$ cat src/rtl/spart_rx_if.sv
// ----------------------------------------------------------------------------
// spart_rx_if
// Bundles the SPART receiver's control inputs and bus-facing outputs.
//   enable      : block enable from the SPART top
//   rx_baud_en  : x OVERSAMPLE receive baud pulse from the baud generator
//   rxd         : asynchronous serial line, idle high
//   rd          : one-clock bus read strobe
//   rx_data     : last received byte
//   rda         : receive data available
//   framing_err : sticky, stop bit sampled low
//   overrun_err : sticky, byte overwritten before it was read
// Modports:
//   master : the SPART top / bus side that drives the line, enables and rd
//   slave  : the receiver itself
// ----------------------------------------------------------------------------
interface spart_rx_if #(
    parameter int DATA_BITS = 8
);
    logic                 enable;
    logic                 rx_baud_en;
    logic                 rxd;
    logic                 rd;
    logic [DATA_BITS-1:0] rx_data;
    logic                 rda;
    logic                 framing_err;
    logic                 overrun_err;

    modport master (
        output enable, rx_baud_en, rxd, rd,
        input  rx_data, rda, framing_err, overrun_err
    );

    modport slave (
        input  enable, rx_baud_en, rxd, rd,
        output rx_data, rda, framing_err, overrun_err
    );
endinterface

$ cat src/rtl/spart_rx.sv
// ----------------------------------------------------------------------------
// spart_rx
// SPART serial receiver. Synchronises rxd, qualifies the start bit at
// mid-bit, samples each data bit at mid-bit (LSB first), then samples the
// stop bit and loads the assembled byte into the receive data register.
// Frame: 1 start, DATA_BITS data, no parity, 1 stop.
//
// Ports:
//   clk  : system clock, all logic on posedge
//   rst  : synchronous, active-high reset
//   bus  : spart_rx_if.slave
//            in : enable, rx_baud_en, rxd, rd
//            out: rx_data, rda, framing_err, overrun_err
//
// Parameters:
//   DATA_BITS   : data bits per frame (>= 2)
//   OVERSAMPLE  : rx_baud_en ticks per bit period (even, >= 4)
//   SYNC_STAGES : flops in the rxd synchroniser (>= 2)
//
// Build option:
//   SPART_RX_MAJORITY_EN : when defined, every start/data/stop sample is the
//   2-of-3 majority of the synchronised line at target-1, target and
//   target+1 ticks; the decision is taken on the target+1 tick, so all
//   frame timing moves one tick later. When undefined a single sample is
//   taken on the target tick and no majority registers exist.
// ----------------------------------------------------------------------------
module spart_rx #(
    parameter int DATA_BITS   = 8,
    parameter int OVERSAMPLE  = 16,
    parameter int SYNC_STAGES = 2
) (
    input  logic      clk,
    input  logic      rst,
    spart_rx_if.slave bus
);

    localparam int HALF = OVERSAMPLE / 2;

`ifdef SPART_RX_MAJORITY_EN
    localparam int DEC_OFS = 1;
`else
    localparam int DEC_OFS = 0;
`endif

    // Tick count on which a decision is taken in START and in DATA/STOP.
    localparam int START_DEC = HALF - 1 + DEC_OFS;
    localparam int BIT_DEC   = OVERSAMPLE - 1 + DEC_OFS;

    localparam int TICK_W = $clog2(OVERSAMPLE + 1);
    localparam int BIT_W  = $clog2(DATA_BITS + 1);

    localparam logic [TICK_W-1:0] START_LAST = TICK_W'(START_DEC);
    localparam logic [TICK_W-1:0] BIT_LAST   = TICK_W'(BIT_DEC);
    // After a decision the counter restarts at DEC_OFS so that the bit
    // period stays OVERSAMPLE ticks even with the delayed majority decision.
    localparam logic [TICK_W-1:0] RELOAD     = TICK_W'(DEC_OFS);
    localparam logic [BIT_W-1:0]  LAST_BIT   = BIT_W'(DATA_BITS - 1);

    typedef enum logic [1:0] {
        S_IDLE  = 2'd0,
        S_START = 2'd1,
        S_DATA  = 2'd2,
        S_STOP  = 2'd3
    } state_t;

    // ------------------------------------------------------------------------
    // Registers
    // ------------------------------------------------------------------------
    state_t                 r_state;
    logic [SYNC_STAGES-1:0] r_sync;
    logic                   r_armed;
    logic [TICK_W-1:0]      r_tick_cnt;
    logic [BIT_W-1:0]       r_bit_cnt;
    logic [DATA_BITS-1:0]   r_shift;
    logic [DATA_BITS-1:0]   r_rx_data;
    logic                   r_rda;
    logic                   r_framing_err;
    logic                   r_overrun_err;

    // ------------------------------------------------------------------------
    // Combinational signals
    // ------------------------------------------------------------------------
    logic                   w_tick;
    logic                   w_rxd_s;
    logic                   w_sample;
    state_t                 w_state_nxt;
    logic [TICK_W-1:0]      w_tick_cnt_nxt;
    logic [BIT_W-1:0]       w_bit_cnt_nxt;
    logic                   w_armed_nxt;
    logic                   w_shift_en;
    logic                   w_load;

    assign w_tick  = bus.enable & bus.rx_baud_en;
    assign w_rxd_s = r_sync[SYNC_STAGES-1];

    // ------------------------------------------------------------------------
    // rxd synchroniser. Resets to the idle level so a reset never looks like
    // a start bit. Runs regardless of enable.
    // ------------------------------------------------------------------------
    always_ff @(posedge clk) begin
        if (rst) begin
            r_sync <= '1;
        end else begin
            r_sync <= {r_sync[SYNC_STAGES-2:0], bus.rxd};
        end
    end

    // ------------------------------------------------------------------------
    // Bit sampler
    // ------------------------------------------------------------------------
`ifdef SPART_RX_MAJORITY_EN
    localparam logic [TICK_W-1:0] START_WIN_A = TICK_W'(START_DEC - 2);
    localparam logic [TICK_W-1:0] START_WIN_B = TICK_W'(START_DEC - 1);
    localparam logic [TICK_W-1:0] BIT_WIN_A   = TICK_W'(BIT_DEC - 2);
    localparam logic [TICK_W-1:0] BIT_WIN_B   = TICK_W'(BIT_DEC - 1);

    // The two earlier samples of the three-tick window; the third is the
    // live synchroniser output on the decision tick. Pure data, no reset.
    logic              r_maj_a;
    logic              r_maj_b;
    logic [TICK_W-1:0] w_win_a;
    logic [TICK_W-1:0] w_win_b;

    assign w_win_a = (r_state == S_START) ? START_WIN_A : BIT_WIN_A;
    assign w_win_b = (r_state == S_START) ? START_WIN_B : BIT_WIN_B;

    always_ff @(posedge clk) begin
        if (w_tick) begin
            if (r_tick_cnt == w_win_a) begin
                r_maj_a <= w_rxd_s;
            end
            if (r_tick_cnt == w_win_b) begin
                r_maj_b <= w_rxd_s;
            end
        end
    end

    assign w_sample = (r_maj_a & r_maj_b) | (r_maj_a & w_rxd_s) | (r_maj_b & w_rxd_s);
`else
    assign w_sample = w_rxd_s;
`endif

    // ------------------------------------------------------------------------
    // FSM next-state / counter logic. Nothing moves without a qualified tick.
    // ------------------------------------------------------------------------
    always_comb begin
        w_state_nxt    = r_state;
        w_tick_cnt_nxt = r_tick_cnt;
        w_bit_cnt_nxt  = r_bit_cnt;
        w_armed_nxt    = r_armed;
        w_shift_en     = 1'b0;
        w_load         = 1'b0;

        if (w_tick) begin
            case (r_state)
                S_IDLE: begin
                    // armed follows the line while idle: it needs at least
                    // one high tick before a falling edge counts, so a line
                    // held low after a frame cannot start another one.
                    w_armed_nxt = w_rxd_s;
                    if (r_armed && !w_rxd_s) begin
                        w_state_nxt    = S_START;
                        w_tick_cnt_nxt = '0;
                    end
                end

                S_START: begin
                    if (r_tick_cnt == START_LAST) begin
                        if (w_sample) begin
                            // Line back high at mid start bit: glitch.
                            w_state_nxt = S_IDLE;
                        end else begin
                            w_state_nxt    = S_DATA;
                            w_tick_cnt_nxt = RELOAD;
                            w_bit_cnt_nxt  = '0;
                        end
                    end else begin
                        w_tick_cnt_nxt = r_tick_cnt + 1'b1;
                    end
                end

                S_DATA: begin
                    if (r_tick_cnt == BIT_LAST) begin
                        w_shift_en     = 1'b1;
                        w_tick_cnt_nxt = RELOAD;
                        w_bit_cnt_nxt  = r_bit_cnt + 1'b1;
                        if (r_bit_cnt == LAST_BIT) begin
                            w_state_nxt = S_STOP;
                        end
                    end else begin
                        w_tick_cnt_nxt = r_tick_cnt + 1'b1;
                    end
                end

                S_STOP: begin
                    if (r_tick_cnt == BIT_LAST) begin
                        w_load         = 1'b1;
                        w_state_nxt    = S_IDLE;
                        w_tick_cnt_nxt = '0;
                    end else begin
                        w_tick_cnt_nxt = r_tick_cnt + 1'b1;
                    end
                end

                default: begin
                    w_state_nxt    = S_IDLE;
                    w_tick_cnt_nxt = '0;
                end
            endcase
        end
    end

    // ------------------------------------------------------------------------
    // FSM state and counters
    // ------------------------------------------------------------------------
    always_ff @(posedge clk) begin
        if (rst) begin
            r_state    <= S_IDLE;
            r_armed    <= 1'b0;
            r_tick_cnt <= '0;
            r_bit_cnt  <= '0;
        end else begin
            r_state    <= w_state_nxt;
            r_armed    <= w_armed_nxt;
            r_tick_cnt <= w_tick_cnt_nxt;
            r_bit_cnt  <= w_bit_cnt_nxt;
        end
    end

    // Right shift with the new sample entering at the MSB, so the first
    // (least significant) bit ends up in bit 0 after DATA_BITS shifts.
    always_ff @(posedge clk) begin
        if (rst) begin
            r_shift <= '0;
        end else if (w_shift_en) begin
            r_shift <= {w_sample, r_shift[DATA_BITS-1:1]};
        end
    end

    // ------------------------------------------------------------------------
    // Receive data register and status flags.
    // A load always wins over rd in the same cycle: rda stays set and the new
    // frame's framing error is recorded. The rd still acknowledges the old
    // byte, so it suppresses the overrun and clears the previously held flags.
    // ------------------------------------------------------------------------
    always_ff @(posedge clk) begin
        if (rst) begin
            r_rx_data     <= '0;
            r_rda         <= 1'b0;
            r_framing_err <= 1'b0;
            r_overrun_err <= 1'b0;
        end else if (w_load) begin
            r_rx_data     <= r_shift;
            r_rda         <= 1'b1;
            r_framing_err <= ~w_sample | (r_framing_err & ~bus.rd);
            r_overrun_err <= (r_rda | r_overrun_err) & ~bus.rd;
        end else if (bus.rd && r_rda) begin
            r_rda         <= 1'b0;
            r_framing_err <= 1'b0;
            r_overrun_err <= 1'b0;
        end
    end

    assign bus.rx_data     = r_rx_data;
    assign bus.rda         = r_rda;
    assign bus.framing_err = r_framing_err;
    assign bus.overrun_err = r_overrun_err;

endmodule
$ cat src/flat_wrapper.sv
// flat-port wrapper written by rule: the top's interface ports become plain ports
module spart_rx_flat 
#(
    parameter int DATA_BITS   = 8,
    parameter int OVERSAMPLE  = 16,
    parameter int SYNC_STAGES = 2
)
  (clk, rst, bus_enable, bus_rx_baud_en, bus_rxd, bus_rd, bus_rx_data, bus_rda, bus_framing_err, bus_overrun_err);
  spart_rx_if #(.DATA_BITS(DATA_BITS)) bus_i ();
  input  logic clk;
  input  logic rst;
  input wire logic [$bits(bus_i.enable)-1:0] bus_enable;
  input wire logic [$bits(bus_i.rx_baud_en)-1:0] bus_rx_baud_en;
  input wire logic [$bits(bus_i.rxd)-1:0] bus_rxd;
  input wire logic [$bits(bus_i.rd)-1:0] bus_rd;
  output wire logic [$bits(bus_i.rx_data)-1:0] bus_rx_data;
  output wire logic [$bits(bus_i.rda)-1:0] bus_rda;
  output wire logic [$bits(bus_i.framing_err)-1:0] bus_framing_err;
  output wire logic [$bits(bus_i.overrun_err)-1:0] bus_overrun_err;
  assign bus_i.enable = bus_enable;
  assign bus_i.rx_baud_en = bus_rx_baud_en;
  assign bus_i.rxd = bus_rxd;
  assign bus_i.rd = bus_rd;
  assign bus_rx_data = bus_i.rx_data;
  assign bus_rda = bus_i.rda;
  assign bus_framing_err = bus_i.framing_err;
  assign bus_overrun_err = bus_i.overrun_err;
  spart_rx #(.DATA_BITS(DATA_BITS), .OVERSAMPLE(OVERSAMPLE), .SYNC_STAGES(SYNC_STAGES)) u_core (.clk(clk), .rst(rst), .bus(bus_i));
endmodule
$ cat config.mk
export PLATFORM = sky130hd
export DESIGN_NAME = spart_rx_flat
export DESIGN_NICKNAME = d
export VERILOG_FILES = /design/src/rtl/spart_rx_if.sv /design/src/rtl/spart_rx.sv /design/src/flat_wrapper.sv
export SDC_FILE = /design/constraint.sdc
export NUM_CORES = 1
export LEC_CHECK = 0
export ABC_AREA = 1
export BUFFER_PORTS_ARGS = -buffer_cell sky130_fd_sc_hd__buf_2
export CORE_UTILIZATION = 30
export CTS_BUF_LIST = sky130_fd_sc_hd__clkbuf_8
export DETAILED_ROUTE_END_ITERATION = 8
export SLEW_MARGIN = 25
export SYNTH_ARGS = -nofsm -noshare
export SYNTH_HDL_FRONTEND = slang
export SYNTH_SLANG_ARGS = --single-unit
$ cat constraint.sdc
create_clock -name clk -period 3.7 [get_ports clk]
set_input_delay 0.555 -clock clk [delete_from_list [all_inputs] [get_ports clk]]
set_output_delay 0.555 -clock clk [all_outputs]
set_load 0.05 [all_outputs]
==> results by group <==
Global route
  • Global route hottest layer: met2
  • Pin count of the biggest net entering global routing: 26
  • Number of antenna violations at the first check in global routing: 0
  • First-pass GRT wire length: about 4600 um
  • M2 GR Usage: between 15 and 20%
  • GRT Total Usage: 11.6%
  • M3 GR Usage: 4.72%
  • Vias in the first global route: 1042
  • GRT met1 Usage: between 10% and 20%
  • Grt total ovfl: 0

Synthesis
  • Biggest area consumer among synthesized cells: dfxtp_1
  • Synth top area share: between 40 and 50%
  • Synth top cells by count: 33 x dfxtp_1, 32 x nand2_1, 25 x a21oi_1
  • Cells after Synth: 194
  • Post-synth EDFFs: 0
  • Post-Syn Nets: roughly 200
  • Top cells by area, synth: dfxtp_1 44%, a21oi_1 8.4%, nand2_1 8.0%
  • Yosys cell types: 32
  • Syn. warnings: 0
  • Seq/Total Area, Yosys: between 40 and 50%
  • Syn avg cell area: between 7 and 8 um^2
  • Asr flop ratio synth: 0%
  • Seq cells post-synth: 33
  • Cell with the most instances after synthesis: dfxtp_1
  • Top FF cell, synth: dfxtp_1
  • Mapped cell area: approximately 1500 um^2

Die
  • IO Count: 17
  • FP Rows: 25
  • Starting density of the core: 31.4%
  • Core area: between 4000 and 5000 um^2
  • Die H: 72.6 um
  • Die area: around 5300 um^2
  • Die width: just over 70 um

Critical path
  • Critical Path AT: 1.84 ns
  • Worst r2r src: u_core.r_tick_cnt[0]
  • Startpoint class of the critical path: register
  • Reg2Reg Depth: 7
  • Worst R2R End: u_core.bus.rx_data[7]
  • Worst setup EP type: register
  • CP Cell Sequence: ha_1 > nand4_1 > nor2_1 > nand2_2 > inv_2 > o21ai_0 > a21oi_1
  • Worst Path Required: between 3 and 4 ns
  • Kind of critical path: reg -> reg
  • Max incr delay on CP: ~0.38 ns
  • Worst Path Max Fanout: 17
  • Slowest-stage cell, CP: dfxtp_1
  • Reg-to-reg slack, setup: 2.08 ns

Detailed routing
  • DR iter-0 viols: 54
  • Final ANT Viol Nets: 0
  • Detailed Route WL: 2770 um
  • # DRC: 0
  • WL/cell: approximately 9.9 um
  • Vias per cell: between 4 and 5
  • First-pass DRT Iterations: 4
  • Total number of vias: ~1200

Clock network
  • Clock tree from TritonCTS: done
  • Post-CTS Resized: 0
  • Postcts setup bufs: 0
  • Clk sinks: 33
  • Root Driver: clkbuf_8
  • CTS buffer count: 5
  • Clock Latency Late Sink: about 0.29 ns
  • Hold Buf Count CTS: 0
  • CTS Buffer Depth: 2
  • H-tree levels: 2
  • Clock transition at path regs: 0.07 ns

Finish
  • Ant. Diodes: 0
  • Share of cells above drive strength 1: 22.2%
  • Final nets: between 200 and 250
  • Layout area overhead: 16.2%
  • Post-layout util: between 30 and 40%

Pwr
  • Pwr/cell area: between 400 and 500 nW/um^2
  • Leak pwr: slightly above 0.7 nW
  • Max VDD drop: about 0.26 mV
  • Final total power: 716 uW

Min path
  • WHS Path Cells: 1
  • Worst hold start: u_core.r_sync[0]
  • HP Class: reg -> reg
  • Hold EP: u_core.r_sync[1]

Timing
  • Max Transition Viols Final: 0
  • Final setup skew: between 0.008 and 0.009 ns
  • Fin Setup TNS: 0 ns
  • Slew HR: 55.1%
  • Fin crit period: about 1.6 ns
  • Fmax: a little over 600 MHz
  • # setup viols final: 0
  • Final hold vios: 0
  • RSZ-0062 raised after global routing: false
  • Ratio of final minimum period to clock period: a little over two fifths
  • Worst-Margin Slew: 0.673 ns

Placement
  • # port buffers: 16
  • DPL Wire Length: just under 2000 um
  • RePlAce Congestion: 0.813

Run status
  • Outcome: completed

Run
  • Max Cap Viol: 0
[flip-flops by register name, summed over array words and instances (netlist names), named ones only]
name	flops
u_core.bus.rda	1
u_core.r_armed	1
u_core.r_bit_cnt	4
u_core.r_sync	2
u_core.bus.overrun_err	1
u_core.r_state	1
u_core.r_shift	8
u_core.bus.rx_data	8
u_core.r_tick_cnt	5
u_core.bus.framing_err	1
[layer usage]
layer / share of wire (%) / wire (um)
met2: 41 / 1150
met1: 53 / 1460
met3: 4.2 / 116
met5: 0 / 0
met4: 1.6 / 45
[cells in the final DEF (no fill, tap or decap), types with 2 or more instances in the layout]
cell      count
a21oi_1      25
a21oi_2       2
buf_2        16
clkbuf_8      5
clkinv_4      2
dfxtp_1      33
ha_1          3
inv_1        21
inv_2         3
nand2_1      32
nand2_2       4
nand3_1       7
nand3_2       2
nand4_1       2
nor2_1       16
nor2_2        2
nor2_4        2
o21ai_0      19
or2_2         3
[worst max-delay path by stage]
stage                    startpoint  slack [ns]               endpoint
3_3_place_gp                    rst        2.05      u_core.r_shift[6]
6_report       u_core.r_tick_cnt[0]        2.08  u_core.bus.rx_data[7]
2_1_floorplan  u_core.r_tick_cnt[0]        2.31   u_core.r_tick_cnt[4]
3_5_place_dp                    rst        2.03   u_core.r_tick_cnt[2]
4_1_cts        u_core.r_tick_cnt[0]        2.09  u_core.bus.rx_data[7]
5_1_grt        u_core.r_tick_cnt[0]        1.87  u_core.bus.rx_data[2]
[power by group]
part | switching (mW) | internal (mW) | leakage (nW)
logic | 0.0123 | 0.00599 | 0.391
registers | 0.00129 | 0.357 | 0.266
clock network | 0.139 | 0.201 | 0.0543
total | 0.152 | 0.564 | 0.712
[metrics by stage]
step | cells | hold WS [ns] | setup slack [ns] | instance area [um^2]
finish | 279 | 0.410 | 2.08 | 1740
global route | 279 | 0.439 | 1.87 | 1740
CTS | 279 | 0.412 | 2.09 | 1740
detailed placement | 271 | 0.394 | 2.03 | 1620
global placement | 271 | 0.395 | 2.05 | 1620
floorplan | 194 | 0.389 | 2.31 | 1490
[cell families after synthesis]
group,synth area share (%)
simple gates,23.9
buf+inv,9.13
flops,44.2
fa+ha+maj,2.51
compound gates,20.3
[critical path: cells and delay by family (launching register included)]
family	cells	cell delay, ns
AO/OA/AOI/OAI	2	0.27
adder cells (fa/ha/maj)	1	0.20
buffers and inverters	1	0.23
flip-flops	1	0.38
AND/OR/NAND/NOR	3	0.47
[area by class of cell]
class / instances / area (um^2)
Tap cell: 67 / 83.8
Clock inverter: 3 / 46.3
Fill cell: 521 / 3020
Clock buffer: 5 / 68.8
Timing Repair Buffer: 16 / 80.1
Multi-Input combinational cell: 130 / 697
Sequential cell: 33 / 661
Inverter: 25 / 98.8
(Power assumes the default switching activity.)
